==> src/rtl/crc_job_arbiter.sv <==
// crc_job_arbiter: round-robin sharing of one CRC engine between NUM_REQ requesters
module crc_job_arbiter #(
   parameter int NUM_REQ = 4,
   parameter int ID_W    = $clog2(NUM_REQ),
   parameter int TIMEOUT = 64
) (
   input  logic                 clk,
   input  logic                 rst,
   input  logic [NUM_REQ-1:0]   req_valid,
   input  logic [8*NUM_REQ-1:0] req_data,
   output logic [NUM_REQ-1:0]   req_ready,
   output logic                 eng_start,
   output logic [7:0]           eng_data,
   input  logic [11:0]          eng_result,
   input  logic                 eng_done,
   output logic                 out_valid,
   input  logic                 out_ready,
   output logic [11:0]          out_data,
   output logic [ID_W-1:0]      out_id,
   output logic                 out_err,
   output logic                 busy,
   output logic [7:0]           err_count
);
   localparam int TW = $clog2(TIMEOUT + 1);
   localparam logic [1:0] IDLE  = 2'd0;
   localparam logic [1:0] START = 2'd1;
   localparam logic [1:0] WAIT  = 2'd2;
   localparam logic [1:0] OUT   = 2'd3;
   logic [1:0]      state;
   logic [ID_W-1:0] ptr, grant, idx;
   logic [TW-1:0]   timer;
   logic            any_req;
   assign any_req   = |req_valid;
   assign eng_start = state == START;
   assign out_valid = state == OUT;
   assign busy      = state != IDLE;
   // first valid requester after the last winner, scanning upward with wrap
   always_comb begin
      grant = '0;
      idx   = '0;
      for (int i = NUM_REQ; i >= 1; i--) begin
         idx = ID_W'((int'(ptr) + i) % NUM_REQ);
         if (req_valid[idx]) grant = idx;
      end
   end
   // accept strobe exists only while idle so at most one job is in flight
   always_comb req_ready = (state == IDLE && any_req) ? {{(NUM_REQ-1){1'b0}}, 1'b1} << grant : '0;
   // job sequencing: capture, start the engine, wait with watchdog, hold result
   always_ff @(posedge clk or negedge rst) begin
      if (!rst) begin
         state     <= IDLE;
         ptr       <= ID_W'(NUM_REQ - 1);
         eng_data  <= '0;
         out_data  <= '0;
         out_id    <= '0;
         out_err   <= 1'b0;
         err_count <= '0;
         timer     <= '0;
      end else begin
         case (state)
            IDLE: if (any_req) begin
               eng_data <= req_data[8*grant +: 8];
               out_id   <= grant;
               ptr      <= grant;
               state    <= START;
            end
            START: begin
               timer <= '0;
               state <= WAIT;
            end
            WAIT: begin
               timer <= timer + 1'b1;
               if (eng_done) begin
                  out_data <= eng_result;
                  out_err  <= 1'b0;
                  state    <= OUT;
               end else if (timer == TW'(TIMEOUT - 1)) begin
                  out_data  <= '0;
                  out_err   <= 1'b1;
                  err_count <= (err_count == 8'hFF) ? err_count : err_count + 1'b1;
                  state     <= OUT;
               end
            end
            default: if (out_ready) state <= IDLE;
         endcase
      end
   end
endmodule

==> config.mk <==
export PLATFORM = sky130hd
export DESIGN_NAME = crc_job_arbiter
export DESIGN_NICKNAME = d
export VERILOG_FILES = /design/src/rtl/crc_job_arbiter.sv
export SDC_FILE = /design/constraint.sdc
export NUM_CORES = 1
export LEC_CHECK = 0
export BUFFER_PORTS_ARGS = -buffer_cell sky130_fd_sc_hd__clkbuf_2
export CORE_MARGIN = 5
export CORE_UTILIZATION = 28
export CTS_BUF_LIST = sky130_fd_sc_hd__clkbuf_2
export DETAILED_ROUTE_END_ITERATION = 10
export PLACE_DENSITY_LB_ADDON = 0.15
export REMOVE_ABC_BUFFERS = 1
export SLEW_MARGIN = 40
export SYNTH_ARGS = -nofsm -noshare
export SYNTH_HDL_FRONTEND = slang
export SYNTH_SLANG_ARGS = --single-unit
export TNS_END_PERCENT = 100
==> constraint.sdc <==
create_clock -name clk -period 1.9 [get_ports clk]
set_input_delay 0.19 -clock clk [delete_from_list [all_inputs] [get_ports clk]]
set_output_delay 0.19 -clock clk [all_outputs]
set_load 0.005 [all_outputs]
**Word-level counts from Yosys, hierarchy flattened**

Cells that the tools add are included.

- Flip-flop bits (word level): 42
- Bits of input ports: 52
- Output and inout bits: 38
- Logic and storage cells: 63

- Add/subtract/negate cells: 6
- $lt $le $gt $ge: 4
- Equality and inequality tests: 7
- Shift-type cells: 2
- Muxes and demuxes: 23
- Bitwise logic cells: 2
- Reductions and logical operators: 11

Operators by type and width:

| kind | count |
|---|---|
| $shiftx A32 B6 Y8 | 1 |
| $mux W12 | 2 |
| $mux W2 | 8 |
| $pmux W7 S2 | 1 |
| $lt A2 B3 Y1 const B | 4 |
| $add A8 B1 Y8 const B | 1 |
| $bmux W1 S2 | 4 |
| $eq A8 B8 Y1 const B | 1 |
| $add A7 B1 Y7 const B | 1 |
| $eq A7 B6 Y1 const B | 1 |
| $mux W1 | 6 |
| $pmux W2 S3 | 1 |
| $reduce_bool A2 Y1 | 3 |
| $add A2 B1 Y2 const B | 2 |
| $add A2 B2 Y2 const B | 2 |
| $eq A2 B2 Y1 const B | 2 |
| $mux W4 | 1 |
| $reduce_and A2 Y1 | 2 |
| $reduce_and A4 Y1 | 1 |
| $reduce_bool A4 Y1 | 1 |
| $reduce_or A4 Y1 | 1 |
| $shl A1 B2 Y4 const A | 1 |
| $ne A3 B3 Y1 const B | 1 |
| $reduce_and A3 Y1 | 1 |
| other kinds (5) | 6 |

**Longest topological paths before layout**

Gate-level depths: netlist of the first run.

- Depth after elaboration: 9
- Mapped depth: 8
- Mapped depth without buffers: 7

**Worst setup path before layout of the first run**

OpenSTA, ideal clock, no wires.

- Path kind: register to register
- Start: reg err_count[0]
- End: reg err_count[1]
- Arrival time: 1.709 ns
- Required time: 1.775 ns
- Slack: 0.066 ns
- Cell stages (with the launch flop): 6
- Clock period less this slack: 1.834 ns
- Cells stage by stage: dfrtp_1 > ha_1 > and3_1 > and3_1 > nor4b_4 > mux2_2

- Cells in the longest elaborated chain, start to end: 3
- Elaborated cells on any way between the ends: 4
- Those cells by class: add/sub (1); eq/ne (1); bitwise (1); reduce/logical (1)

Ends and longest elaborated chain:

| what | RTL line | text |
|---|---|---|
| start: declaration | 22 | `output logic [7:0] err_count` |
| start signal: assignment | 80 | `err_count <= (err_count == 8'hFF) ? err_count : err_count + 1'b1;` |
| branches (longest 3 deep; another with $add A8 B1 Y8) | n/a |  |

Parallel ways; which one is timed is not known.
A chain may end at the register's enable or synchronous reset.

**Worst setup path after layout of the first run**

- Start: reg ptr[1]
- End: out req_ready[3]

- Cells in the longest elaborated chain, start to end: 9
- Elaborated cells on any way between the ends: 18
- Those cells by class: add/sub (4); shift (1); mux (13)

Ends and longest elaborated chain:

| what | RTL line | text |
|---|---|---|
| start: declaration | 30 | `logic [ID_W-1:0] ptr, grant, idx;` |
| start signal: assignment | 52 | `ptr <= ID_W'(NUM_REQ - 1);` |
| start signal: assignment | 64 | `ptr <= grant;` |
| $add A2 B1 Y2 | 42 | `idx = ID_W'((int'(ptr) + i) % NUM_REQ);` |
| $bmux W1 S2 | 43 | `if (req_valid[idx]) grant = idx;` |
| $mux W1 (implied by the code) | 43 |  |
| $mux W2 (3 in series) | 43 |  |
| $mux W2 (*) | 43 |  |
| $shl A1 B2 Y4 (*) | 47 | `always_comb req_ready = (state == IDLE && any_req) ? {{(NUM_REQ-1){1'b0}}, 1'b1} << grant : '0;` |
| $mux W4 (*) | 47 |  |
| end: declaration | 11 | `output logic [NUM_REQ-1:0] req_ready,` |

Mark *: on every way between the ends. The rest lies on a longest branch, timed or not. The select of a mux whose other input is x is not followed.

==> summary.md, run 1 <==
| Metric | Value |
|---|---|
| PnR Total Power | between 3 and 4 mW |
| Mean instance size in the synthesized netlist | 10.9 µm² |
| Drt initial violations | 58 |
| Critical path class | flip-flop to primary output |
| Worst EP arrival | 1870 ps |
| Transition time of the tightest slew-check pin | 537 ps |
| Post-Synth XOR/XNOR Area | approximately 3.3% |
| TritonCTS clock tree | built |
| #FFs+latches synth | 42 |
| LEAKAGE | 1.63 nW |
| Most repeated cell in the gate-level netlist after synthesis | sky130_fd_sc_hd__dfrtp_1 |
| Hold Violations, Final | 0 |
| Post-place instance area | 2750 µm² |
| Number of clock sinks | between 40 and 50 |
| Headroom to the max-slew limit | between 60% and 70% |
| Total routed wirelength | about 5600 µm |
| Final hold slack | 90.5 ps |
| Cell area power density | 1240 nW/µm² |
| Fraction of the mapped netlist area in compound gates | approximately 15% |
| CTS Buf Count | 5 |
| Detailed Place HPWL | approximately 4000 µm |
| Final-layout fill cell count | 751 |
| Global-route wire length before repair | 8780 µm |
| Hold Crit Depth | 3 |
| Yosys top cell area share | around 48% |
| Main combinational cell family by area after synthesis | compound AO/OA/AOI/OAI gates |
| WL/cell | 13.4 µm |
| Biggest area contributors in the synthesized netlist | sky130_fd_sc_hd__dfrtp_1, sky130_fd_sc_hd__mux2i_1, sky130_fd_sc_hd__a22o_1 |
| Cell count after synthesis | ~190 |
| Basic-gate share of the synthesized area counting and, or, nand and nor cells | 14.5% |
| Worst setup slack before clock tree synthesis | -19.4 ps |
| Count of maximum capacitance violations | 0 |
| Drt first pass iters | 4 |
| Worst voltage drop across the vdd grid | 0.000386 V |
| Fraction of layout instances using a drive strength above 1 | ~45% |
| Adder and majority cell fraction of the synthesized area | 4.18% |
| Total number of placement rows | 31 |
| Starting utilization of the core area | 28.8% |
| Proportion of synthesized area in mux cells | 9.67% |
| Sequential share of the synthesized area | 50.2% |
| Number of antenna diodes | 0 |
| Clock transition at the registers of the reported paths | about 200 ps |
| Path class of the lowest-slack min-delay path | input pin to flip-flop |
| Violations in the final reports | setup timing |
| Startpoint kind of the worst setup timing path | flip-flop |
| YS warnings | 0 |
| Overall die area | roughly 9300 µm² |
| Predominant post-synthesis flop cell | sky130_fd_sc_hd__dfrtp_1 |
| Minimum setup slack in the final design | -155 ps |
| RD Place Congestion | 0.719 |
| Number of global-route vias before repair | between 1,500 and 2,000 |
| Status | complete, but fails checks |
| Final worst clock skew | roughly 18 ps |
| Level count of the clock H-tree | 2 |
| Overall global routing resource usage | 12.2% |
| Antenna Violating Nets Remaining | 0 |
| Final critical delay including setup and external delays | 2060 ps |
| Max Fclk | 487 MHz |
| Type of destination of the critical path | primary output |
| Number of port buffers | 89 |
| I/O pin count | 90 |
| Mapped cell area | between 2000 and 2500 µm² |
| Source-to-sink clock delay at the later pin of the worst-skew pair | roughly 400 ps |
| Layout Cell Area excl Fill | 3160 µm² |
| Fraction of registers with async set or reset after synthesis | 100% |
| Commonest cells post-synth | sky130_fd_sc_hd__dfrtp_1, sky130_fd_sc_hd__nand2_1, sky130_fd_sc_hd__mux2i_1 |
| Distinct cell type count after synthesis | 36 |
| Summed negative setup slack over all endpoints | -545 ps |
| Final setup violation count | 4 |
| Fin. max-slew vios | 0 |
| Core Footprint | 7290 µm² |
| Number of enable flip-flop cells after synthesis | 0 |
| Area growth from synthesis to final layout | 50.8% |
| Post-synth top area cell | sky130_fd_sc_hd__dfrtp_1 |
| Die H | 96.5 µm |
| Die extent in x | 96.5 µm |
| Detailed-route via count | 1,909 |
| Largest net degree at the start of global routing | 25 |
| Overflow left after global routing | 0 |
| Detail-routed via count per cell | 4.55 |
| Number of antenna violations at the first check in global routing | 0 |
| Number of cells on the worst reg-to-reg path | 7 |
| Worst-path fanout max | 7 |
| CTS Root Cell | sky130_fd_sc_hd__clkbuf_2 |
| DRC Markers | 0 |
| Data required, critical path | 1710 ps |
| Share of the cycle needed by the critical path after routing | 108% |
| Worst-case clock buffer depth | 2 |
| Count of nets after finishing | 379 |
| Setup repair after global routing missed its margin | true |
## stage by stage
| stage | util [%] | std cells |
|---|---|---|
| 4_1_cts | 42.2 | 416 |
| 3_5_place_dp | 37.7 | 385 |
| 3_3_place_gp | 37.7 | 385 |
| 2_1_floorplan | - | 184 |
| 6_report | 43.4 | 420 |
| 5_1_grt | 43.4 | 420 |
## final timing paths
kind	start	to	slack [ps]
worst min-delay path	req_data[23]	eng_data[7]$_DFFE_PN0P_	90
min in group asynchronous	rst	err_count[6]$_DFFE_PN0P_	250
worst max-delay path	ptr[1]$_DFFE_PN1P_	req_ready[3]	-160
max in group asynchronous	rst	eng_data[6]$_DFFE_PN0P_	1120
worst max register to register	ptr[1]$_DFFE_PN1P_	eng_data[3]$_DFFE_PN0P_	80
worst min register to register	err_count[7]$_DFFE_PN0P_	err_count[7]$_DFFE_PN0P_	510
## placed cells by master (no fill, tap or decap), types with 3 or more instances in the layout
cell type,n
sky130_fd_sc_hd__dlygate4sd3_1,13
sky130_fd_sc_hd__a21oi_1,4
sky130_fd_sc_hd__o31ai_1,3
sky130_fd_sc_hd__o221ai_1,8
sky130_fd_sc_hd__a21oi_2,3
sky130_fd_sc_hd__a22o_1,12
sky130_fd_sc_hd__inv_1,8
sky130_fd_sc_hd__o21ai_0,5
sky130_fd_sc_hd__buf_4,21
sky130_fd_sc_hd__ha_1,4
sky130_fd_sc_hd__dfrtp_1,40
sky130_fd_sc_hd__nor2_1,9
sky130_fd_sc_hd__xnor2_1,6
sky130_fd_sc_hd__and3_1,4
sky130_fd_sc_hd__mux2i_1,17
sky130_fd_sc_hd__nand2_1,22
sky130_fd_sc_hd__ha_2,3
sky130_fd_sc_hd__clkbuf_2,93
sky130_fd_sc_hd__nand3_1,3
sky130_fd_sc_hd__nand4_1,5
## sequential cells by signal, indices dropped and copies added, names as in the netlist
| register | count |
|---|---|
| eng_data | 8 |
| err_count | 8 |
| out_data | 12 |
| out_err | 1 |
| out_id | 2 |
| ptr | 2 |
| state | 2 |
| timer | 7 |
## report_power, final
group / leakage [nW] / total, mW / internal, mW / switching [mW]
Clock: 0.0352 / 0.518 / 0.221 / 0.298
Sequential: 0.539 / 1.38 / 1.20 / 0.178
Combinational: 1.06 / 2.01 / 1.07 / 0.938
Total: 1.63 / 3.91 / 2.49 / 1.41
## logic make-up (layout without fill, tap and decap cells)
family	Yosys count	in the layout
adders and majority gates	7	7
DFF	42	42
xor gates and xnor gates	8	8
buffers and inverters	17	145
and+or+nand+nor	58	58
muxes	20	20
AOI/OAI and AO/OA	41	41
## final cells by class
class	count	area, µm²	share of cell area, %
Sequential cell	42	1050	33.3
Multi-Input combinational cell	134	1040	32.8
Timing Repair Buffer	129	848	26.8
Tap cell	99	124	3.92
Clock inverter	3	45.0	1.42
Inverter	8	30.0	0.949
Clock buffer	5	25.0	0.791
## what timing repair did
item                                    CTS  global route
endpoints found under the hold margin    28             0
gates cloned                              1             1
resized for setup                         7            12
endpoints found under the setup margin    6            15
pin swaps                                 5             7
hold buffers                             13             0
setup buffers                             9             3
## layer usage
metal | wire length [µm] | up-vias | global-route usage [%] | part of all wire, %
met5 | 0 | - | 0 | 0
met4 | 133 | 0 | 5.26 | 2.4
met3 | 333 | 10 | 3.10 | 5.9
met2 | 2710 | 54 | 20.1 | 48
met1 | 2470 | 893 | 15.1 | 44
li1 | - | 952 | - | -
## worst max-delay path: stages (launching register included)
cell and delay, ps:
sky130_fd_sc_hd__dfstp_2 650, sky130_fd_sc_hd__nand2b_4 150, sky130_fd_sc_hd__a21oi_2 50, sky130_fd_sc_hd__o221ai_2 250
sky130_fd_sc_hd__buf_12 160, sky130_fd_sc_hd__nor2b_4 120, sky130_fd_sc_hd__clkbuf_2 110
Note: power is estimated with default switching activity, not from simulation.
==> run 2, diff against run 1 <==
--- a/config.mk
+++ b/config.mk
@@ -6,6 +6,7 @@
 export NUM_CORES = 1
 export LEC_CHECK = 0
 export BUFFER_PORTS_ARGS = -buffer_cell sky130_fd_sc_hd__clkbuf_2
+export CORE_ASPECT_RATIO = 2
 export CORE_MARGIN = 5
 export CORE_UTILIZATION = 28
 export CTS_BUF_LIST = sky130_fd_sc_hd__clkbuf_2
==> summary.md, run 2 (synthesis gave the netlist of run 1 again) <==
| Metric | Value |
|---|---|
| Status | complete, but fails checks (unchanged) |
| Violations in the final reports | setup timing (unchanged) |
| Worst setup slack before clock tree synthesis | 98.8 ps (was -19.4 ps) |
| Largest register FFs | 12 (unchanged) |
| Filler-free cell count of the finished design | 420 (unchanged) |
| Antenna Violating Nets Remaining | 0 (unchanged) |
| Global-route wire length before repair | 10,300 µm (was 8780 µm) |
| Worst voltage drop across the vdd grid | 0.000513 V (was 0.000386 V) |
| Drt initial violations | 59 (was 58) |
| Headroom to the max-slew limit | 60.8% (was 64.2%) |
| DRC Markers | 0 (unchanged) |
| CTS Root Cell | sky130_fd_sc_hd__clkbuf_2 (unchanged) |
| Hold Violations, Final | 0 (unchanged) |
| Type of destination of the critical path | primary output (unchanged) |
| Minimum setup slack in the final design | -178 ps (was -155 ps) |
| PnR Total Power | 4.06 mW (was 3.91 mW) |
| Overflow left after global routing | 0 (unchanged) |
| Total number of placement rows | 44 (was 31) |
| Largest net degree at the start of global routing | 23 (was 25) |
| Total routed wirelength | 6480 µm (was 5640 µm) |
| Final setup violation count | 7 (was 4) |
| Core Footprint | 7270 µm² (was 7290 µm²) |
| Path class of the lowest-slack min-delay path | input pin to flip-flop (unchanged) |
| Overall die area | 9430 µm² (was 9320 µm²) |
| Die extent in x | 71.2 µm (was 96.5 µm) |
| Level count of the clock H-tree | 2 (unchanged) |
| Area growth from synthesis to final layout | 52.7% (was 50.8%) |
| Top routing layer used | met4 (unchanged) |
| CP peak stage delay | 650 ps (about the same) |
| Crit path cell chain | nand2b_4 > a21oi_2 > o221ai_2 > buf_12 > nor2b_4 > clkbuf_2 (unchanged) |
| Detailed Place HPWL | 4800 µm (was 4100 µm) |
| RD Place Congestion | 0.759 (was 0.719) |
| Count of maximum capacitance violations | 0 (unchanged) |
| Startpoint kind of the worst setup timing path | flip-flop (unchanged) |
| Summed negative setup slack over all endpoints | -674 ps (was -545 ps) |
| Source-to-sink clock delay at the later pin of the worst-skew pair | 430 ps (was 400 ps) |
| Fin. max-slew vios | 0 (unchanged) |
| Worst-path fanout max | 6 (was 7) |
| I/O pin count | 90 (unchanged) |
| TritonCTS clock tree | built (unchanged) |
| Starting utilization of the core area | 28.9% (was 28.8%) |
| Final worst clock skew | 20.7 ps (was 17.6 ps) |
| Data required, critical path | 1710 ps (about the same) |
| Cell at the slowest stage of the critical path | sky130_fd_sc_hd__dfstp_2 (unchanged) |
| Met2 Routed Length | 3630 µm (was 2710 µm) |
| Number of clock sinks | 42 (unchanged) |
| Critical path class | flip-flop to primary output (unchanged) |
| Overall global routing resource usage | 13.7% (was 12.2%) |
| CTS Buf Count | 5 (unchanged) |
| WL met1 | 2320 µm (was 2470 µm) |
| Worst EP arrival | 1890 ps (was 1870 ps) |
| Transition time of the tightest slew-check pin | 588 ps (was 537 ps) |
| Most common cell after layout, fill and taps aside | sky130_fd_sc_hd__clkbuf_2 (unchanged) |
| Clock transition at the registers of the reported paths | 220 ps (was 200 ps) |
| Final critical delay including setup and external delays | 2080 ps (was 2060 ps) |
| Number of port buffers | 89 (unchanged) |
| WL/cell | 15.4 µm (was 13.4 µm) |
| Detailed-route via count | 1,980 (was 1,909) |
| Detail-routed via count per cell | 4.71 (was 4.55) |
| Count of nets after finishing | 385 (was 379) |
| Setup repair after global routing missed its margin | true (unchanged) |
| Post-Place Cells | 379 (was 385) |
| Share of the cycle needed by the critical path after routing | 109% (was 108%) |
| Final hold slack | 47.9 ps (was 90.5 ps) |
| Sum of met3 wire segment lengths after detailed routing | 402 µm (was 333 µm) |
| Number of antenna violations at the first check in global routing | 1 (was 0) |
| Cell area power density | 1270 nW/µm² (was 1240 nW/µm²) |
| Drt first pass iters | 4 (unchanged) |
| Biggest regs | out_data (12), eng_data (8), err_count (8) (unchanged) |
| Fraction of layout instances using a drive strength above 1 | 48.0% (was 45.2%) |
| Worst-case clock buffer depth | 2 (unchanged) |
| Most frequent cells in the layout | sky130_fd_sc_hd__clkbuf_2, sky130_fd_sc_hd__dfrtp_1, sky130_fd_sc_hd__buf_4, sky130_fd_sc_hd__nand2_1, sky130_fd_sc_hd__mux2i_1 (was sky130_fd_sc_hd__clkbuf_2, sky130_fd_sc_hd__dfrtp_1, sky130_fd_sc_hd__nand2_1, sky130_fd_sc_hd__buf_4, sky130_fd_sc_hd__mux2i_1) |
| Number of global-route vias before repair | 2,089 (was 1,950) |
| Largest Register | out_data (unchanged) |
| Die H | 132 µm (was 96.5 µm) |
| LEAKAGE | 1.66 nW (was 1.63 nW) |
| Max Fclk | 481 MHz (was 487 MHz) |
run 2: timing repair:
| action | 4_1_cts | 5_1_grt |
|---|---|---|
| gates resized for setup | 11 | 20 |
| hold endpoints to repair | 30 | 0 |
| hold buffers | 13 | 0 |
| setup buffers | 10 | 8 |
| setup endpoints to repair | 4 | 14 |
| pin swaps | 5 | 10 |
| cloned | 1 | 0 |
run 2: cell type report:
class,count,area [µm²]
clock buffers,6,30.0
well taps,92,115
fillers,736,4060
repair buffers,135,900
flip-flops and latches,42,1050
inverters,8,30.0
clock inverters,2,12.5
multi-input cells,134,1060
diodes,1,2.50
run 2: per-layer routing:
metal  vias up  global-route usage [%]
li1        961                       -
met5         -                       0
met2        74                    25.8
met1       937                    14.3
met4         0                    5.02
met3         8                    3.13
run 2: where the power goes:
| group | switching, mW | total [mW] | internal, mW |
|---|---|---|---|
| combinational | 1.05 | 2.26 | 1.21 |
| sequential | 0.182 | 1.38 | 1.20 |
| clock | 0.317 | 0.414 | 0.0975 |
run 2: per-stage QoR:
| step | utilization, % | area [µm²] |
|---|---|---|
| 2_1_floorplan | - | 2060 |
| 4_1_cts | 42.2 | 3060 |
| 6_report | 44.1 | 3200 |
| 3_5_place_dp | 37.8 | 2750 |
| 5_1_grt | 44.1 | 3200 |
| 3_3_place_gp | 37.8 | 2750 |
run 2: worst max-delay path, delay by kind of cell (launching register included):
kind,cells,cell delay [ps]
flops,1,650
simple gates,2,280
compound gates,2,280
buf+inv,2,270
run 2: final timing paths:
path | from | endpoint | slack (ps) | cells past startpoint
hold / removal | req_data[25] | eng_data[1]$_DFFE_PN0P_ | 50 | 3
min in group asynchronous | rst | state[0]$_DFFE_PN0P_ | 250 | 2
max in group asynchronous | rst | eng_data[7]$_DFFE_PN0P_ | 1110 | 3
setup reg to reg | ptr[1]$_DFFE_PN1P_ | eng_data[0]$_DFFE_PN0P_ | -30 | 8
setup / recovery | ptr[1]$_DFFE_PN1P_ | req_ready[3] | -180 | 6
hold reg to reg | err_count[5]$_DFFE_PN0P_ | err_count[5]$_DFFE_PN0P_ | 510 | 1
==> run 3, diff against run 2 <==
--- a/config.mk
+++ b/config.mk
@@ -5,7 +5,8 @@
 export SDC_FILE = /design/constraint.sdc
 export NUM_CORES = 1
 export LEC_CHECK = 0
-export BUFFER_PORTS_ARGS = -buffer_cell sky130_fd_sc_hd__clkbuf_2
+export ABC_AREA = 1
+export BUFFER_PORTS_ARGS = -buffer_cell sky130_fd_sc_hd__buf_2
 export CORE_ASPECT_RATIO = 2
 export CORE_MARGIN = 5
 export CORE_UTILIZATION = 28
==> summary.md, run 3 <==
| Metric | Value |
|---|---|
| Status | complete, but fails checks (unchanged) |
| Violations in the final reports | setup timing (unchanged) |
| Die H | 139 µm (was 132 µm) |
| Most repeated cell in the gate-level netlist after synthesis | sky130_fd_sc_hd__nand2_1 (was sky130_fd_sc_hd__dfrtp_1) |
| Yosys top cell area share | 42.8% (was 47.7%) |
| Layout Cell Area excl Fill | 3450 µm² (was 3200 µm²) |
| Worst reg2reg setup slack | -140 ps (was -30 ps) |
| CTS Buf Count | 5 (unchanged) |
| Fraction of registers with async set or reset after synthesis | 100% (unchanged) |
| Largest net degree at the start of global routing | 23 (unchanged) |
| Detail-routed via count per cell | 4.62 (was 4.71) |
| Filler-free cell count of the finished design | 513 (was 420) |
| RD Place Congestion | 0.805 (was 0.759) |
| Final worst clock skew | 31.8 ps (was 20.7 ps) |
| Share of the cycle needed by the critical path after routing | 118% (was 109%) |
| Antenna Violating Nets Remaining | 0 (unchanged) |
| Critical path startpoint | ptr[0]$_DFFE_PN1P_ (was ptr[1]$_DFFE_PN1P_) |
| Worst Setup EP | req_ready[2] (was req_ready[3]) |
| Worst-path fanout max | 6 (unchanged) |
| Drt initial violations | 34 (was 59) |
| Cell count along the critical path | 11 (was 6) |
| Source-to-sink clock delay at the later pin of the worst-skew pair | 420 ps (was 430 ps) |
| Area taken by multi-input logic gates | 1250 µm² (was 1060 µm²) |
| TritonCTS clock tree | built (unchanged) |
| Final-layout fill cell count | 870 (was 736) |
| Overall global routing resource usage | 14.1% (was 13.7%) |
| Number of port buffers | 89 (unchanged) |
| Worst voltage drop across the vdd grid | 0.000660 V (was 0.000513 V) |
| Fraction of layout instances using a drive strength above 1 | 41.2% (was 48.0%) |
| Post-synth top area cell | sky130_fd_sc_hd__dfrtp_1 (unchanged) |
| Total number of placement rows | 47 (was 44) |
| WL/cell | 13.9 µm (was 15.4 µm) |
| Cell at the slowest stage of the critical path | sky130_fd_sc_hd__dfstp_2 (unchanged) |
| Post-Place Cells | 482 (was 379) |
| Largest Register | out_data (unchanged) |
| Number of cells on the worst reg-to-reg path | 17 (was 8) |
| LEAKAGE | 1.84 nW (was 1.66 nW) |
| Worst-case clock buffer depth | 2 (unchanged) |
| Sequential share of the synthesized area | 45.0% (was 50.2%) |
| Headroom to the max-slew limit | 64.9% (was 60.8%) |
| Crit path cell chain | buf_12 > inv_8 > nand2_4 > nand3_2 > buf_6 > nand3_2 > nand4_1 > nand2_2 > inv_4 > nor3_2 > buf_2 (was nand2b_4 > a21oi_2 > o221ai_2 > buf_12 > nor2b_4 > clkbuf_2) |
| Clock transition at the registers of the reported paths | 230 ps (was 220 ps) |
| Cell area power density | 1610 nW/µm² (was 1270 nW/µm²) |
| Data required, critical path | 1710 ps (about the same) |
| Post-place instance area | 3010 µm² (was 2750 µm²) |
| Flip-flop and latch area | 1050 µm² (unchanged) |
| Area growth from synthesis to final layout | 47.6% (was 52.7%) |
| Mean instance size in the synthesized netlist | 8.18 µm² (was 10.9 µm²) |
| Count of nets after finishing | 474 (was 385) |
| Fin. max-slew vios | 0 (unchanged) |
| Number of antenna violations at the first check in global routing | 0 (was 1) |
| Drt first pass iters | 4 (unchanged) |
| Commonest cells post-synth | sky130_fd_sc_hd__nand2_1, sky130_fd_sc_hd__nand3_1, sky130_fd_sc_hd__dfrtp_1 (was sky130_fd_sc_hd__dfrtp_1, sky130_fd_sc_hd__nand2_1, sky130_fd_sc_hd__mux2i_1) |
| Launch point of the worst reg-to-reg path | ptr[0]$_DFFE_PN1P_ (was ptr[1]$_DFFE_PN1P_) |
| Detailed-route via count | 2,368 (was 1,980) |
| Hold Violations, Final | 0 (unchanged) |
| PnR Total Power | 5.58 mW (was 4.06 mW) |
| Count of maximum capacitance violations | 0 (unchanged) |
| Mapped cell area | 2340 µm² (was 2100 µm²) |
| Overall die area | 10,400 µm² (was 9430 µm²) |
| Worst EP arrival | 2050 ps (was 1890 ps) |
| Summed negative setup slack over all endpoints | -2120 ps (was -674 ps) |
| Total routed wirelength | 7110 µm (was 6480 µm) |
| Core Footprint | 8230 µm² (was 7270 µm²) |
| Number of buffer and inverter stages on the critical path | 5 (was 2) |
| Setup repair after global routing missed its margin | true (unchanged) |
| Transition time of the tightest slew-check pin | 526 ps (was 588 ps) |
| Number of clock sinks | 42 (unchanged) |
| #FFs+latches synth | 42 (unchanged) |
| Critical register-to-register path endpoint | eng_data[7]$_DFFE_PN0P_ (was eng_data[0]$_DFFE_PN0P_) |
| Crit-path leading delay family | flip-flops (unchanged) |
| Minimum setup slack in the final design | -343 ps (was -178 ps) |
| Number of global-route vias before repair | 2,499 (was 2,089) |
| Largest register FFs | 12 (unchanged) |
| Startpoint kind of the worst setup timing path | flip-flop (unchanged) |
| Cell count after synthesis | 286 (was 193) |
| Number of antenna diodes | 0 (was 1) |
| Critical path class | flip-flop to primary output (unchanged) |
| Level count of the clock H-tree | 2 (unchanged) |
| Biggest area contributors in the synthesized netlist | sky130_fd_sc_hd__dfrtp_1, sky130_fd_sc_hd__nand3_1, sky130_fd_sc_hd__nand2_1 (was sky130_fd_sc_hd__dfrtp_1, sky130_fd_sc_hd__mux2i_1, sky130_fd_sc_hd__a22o_1) |
| Overflow left after global routing | 0 (unchanged) |
| Type of destination of the critical path | primary output (unchanged) |
| I/O pin count | 90 (unchanged) |
| Final critical delay including setup and external delays | 2240 ps (was 2080 ps) |
| Starting utilization of the core area | 28.4% (was 28.9%) |
| Detailed Place HPWL | 5530 µm (was 4800 µm) |
| Most common cell after layout, fill and taps aside | sky130_fd_sc_hd__buf_2 (was sky130_fd_sc_hd__clkbuf_2) |
| DRC Markers | 0 (unchanged) |
| CTS Root Cell | sky130_fd_sc_hd__clkbuf_2 (unchanged) |
| Most frequent cells in the layout | sky130_fd_sc_hd__buf_2, sky130_fd_sc_hd__nand2_1, sky130_fd_sc_hd__nand3_1, sky130_fd_sc_hd__dfrtp_1, sky130_fd_sc_hd__inv_1 (was sky130_fd_sc_hd__clkbuf_2, sky130_fd_sc_hd__dfrtp_1, sky130_fd_sc_hd__buf_4, sky130_fd_sc_hd__nand2_1, sky130_fd_sc_hd__mux2i_1) |
| Final setup violation count | 12 (was 7) |
| Path class of the lowest-slack min-delay path | input pin to flip-flop (unchanged) |
| YS warnings | 0 (unchanged) |
| Number of enable flip-flop cells after synthesis | 0 (unchanged) |
| Max Fclk | 446 MHz (was 481 MHz) |
| Distinct cell type count after synthesis | 33 (was 36) |
| Predominant post-synthesis flop cell | sky130_fd_sc_hd__dfrtp_1 (unchanged) |
| Biggest regs | out_data (12), eng_data (8), err_count (8) (unchanged) |
| CP peak stage delay | 610 ps (was 650 ps) |
| Cell seen most often among critical-path stages | sky130_fd_sc_hd__nand3_2 |
| Die extent in x | 74.6 µm (was 71.2 µm) |
| Global-route wire length before repair | 11,400 µm (was 10,300 µm) |
## run 3: cells by family (layout without fill, tap and decap cells)
family                     count (synthesis)  after routing  share of synthesized area [%]
AOI/OAI and AO/OA                         30             30                           8.82
xor gates and xnor gates                   7              7                           2.62
adders and majority gates                  7              7                           3.74
buffers and inverters                     38            167                           7.49
DFF                                       42             42                           45.0
muxes                                      1              1                          0.481
and+or+nand+nor                          161            161                           31.8
## run 3: layout make-up
| class | instances | share of cell area (%) |
|---|---|---|
| Sequential cell | 42 | 30.5 |
| Multi-Input combinational cell | 206 | 36.1 |
| Clock buffer | 5 | 0.724 |
| Inverter | 29 | 3.44 |
| Tap cell | 98 | 3.55 |
| Clock inverter | 2 | 0.978 |
| Timing Repair Buffer | 131 | 24.7 |
## run 3: how the worst min path moves through the flow
stage             start                  endpoint  slack [ps]  cells past startpoint
2_1_floorplan       rst   eng_data[0]$_DFFE_PN0P_        -110                      0
3_3_place_gp        rst  out_data[10]$_DFFE_PN0P_         190                      1
3_5_place_dp        rst   out_data[0]$_DFFE_PN0P_         200                      1
4_1_cts        eng_done  err_count[2]$_DFFE_PN0P_          30                      4
5_1_grt        eng_done       out_err$_DFFE_PN0P_          20                      3
6_report       eng_done  err_count[2]$_DFFE_PN0P_          60                      4
## run 3: worst min-delay path: stages
cell and delay, ps:
sky130_fd_sc_hd__buf_2 110, sky130_fd_sc_hd__nor2_1 60, sky130_fd_sc_hd__nand3_1 80, sky130_fd_sc_hd__xnor2_1 60
## run 3: metrics by stage
stage	hold WS, ps	setup slack [ps]	util, %
global placement	191	-4.26	36.5
global route	22.3	-518	42.0
detailed placement	204	-36.5	36.5
floorplan	-106	-68.7	-
CTS	30.1	-375	41.3
finish	61.8	-343	42.0
## run 3: where the power goes
part | switching (mW) | total [mW] | internal [mW]
clock network | 0.292 | 0.504 | 0.212
logic | 2.02 | 3.67 | 1.66
registers | 0.191 | 1.40 | 1.21
total | 2.50 | 5.58 | 3.08
## run 3: metal layers
metal	up-vias	track usage [%]	share of wire, %
li1	1200	-	-
met2	51	27.7	58
met4	0	4.32	1.5
met1	1110	13.8	36
met5	-	0	0
met3	7	2.74	4.4
## run 3: timing repair
| item | in CTS | in global routing |
|---|---|---|
| gates resized for setup | 33 | 13 |
| pin swaps | 9 | 9 |
| endpoints found under the setup margin | 22 | 21 |
| hold endpoints to repair | 30 | 0 |
| hold buffers | 13 | 0 |
| setup buffers | 9 | 2 |
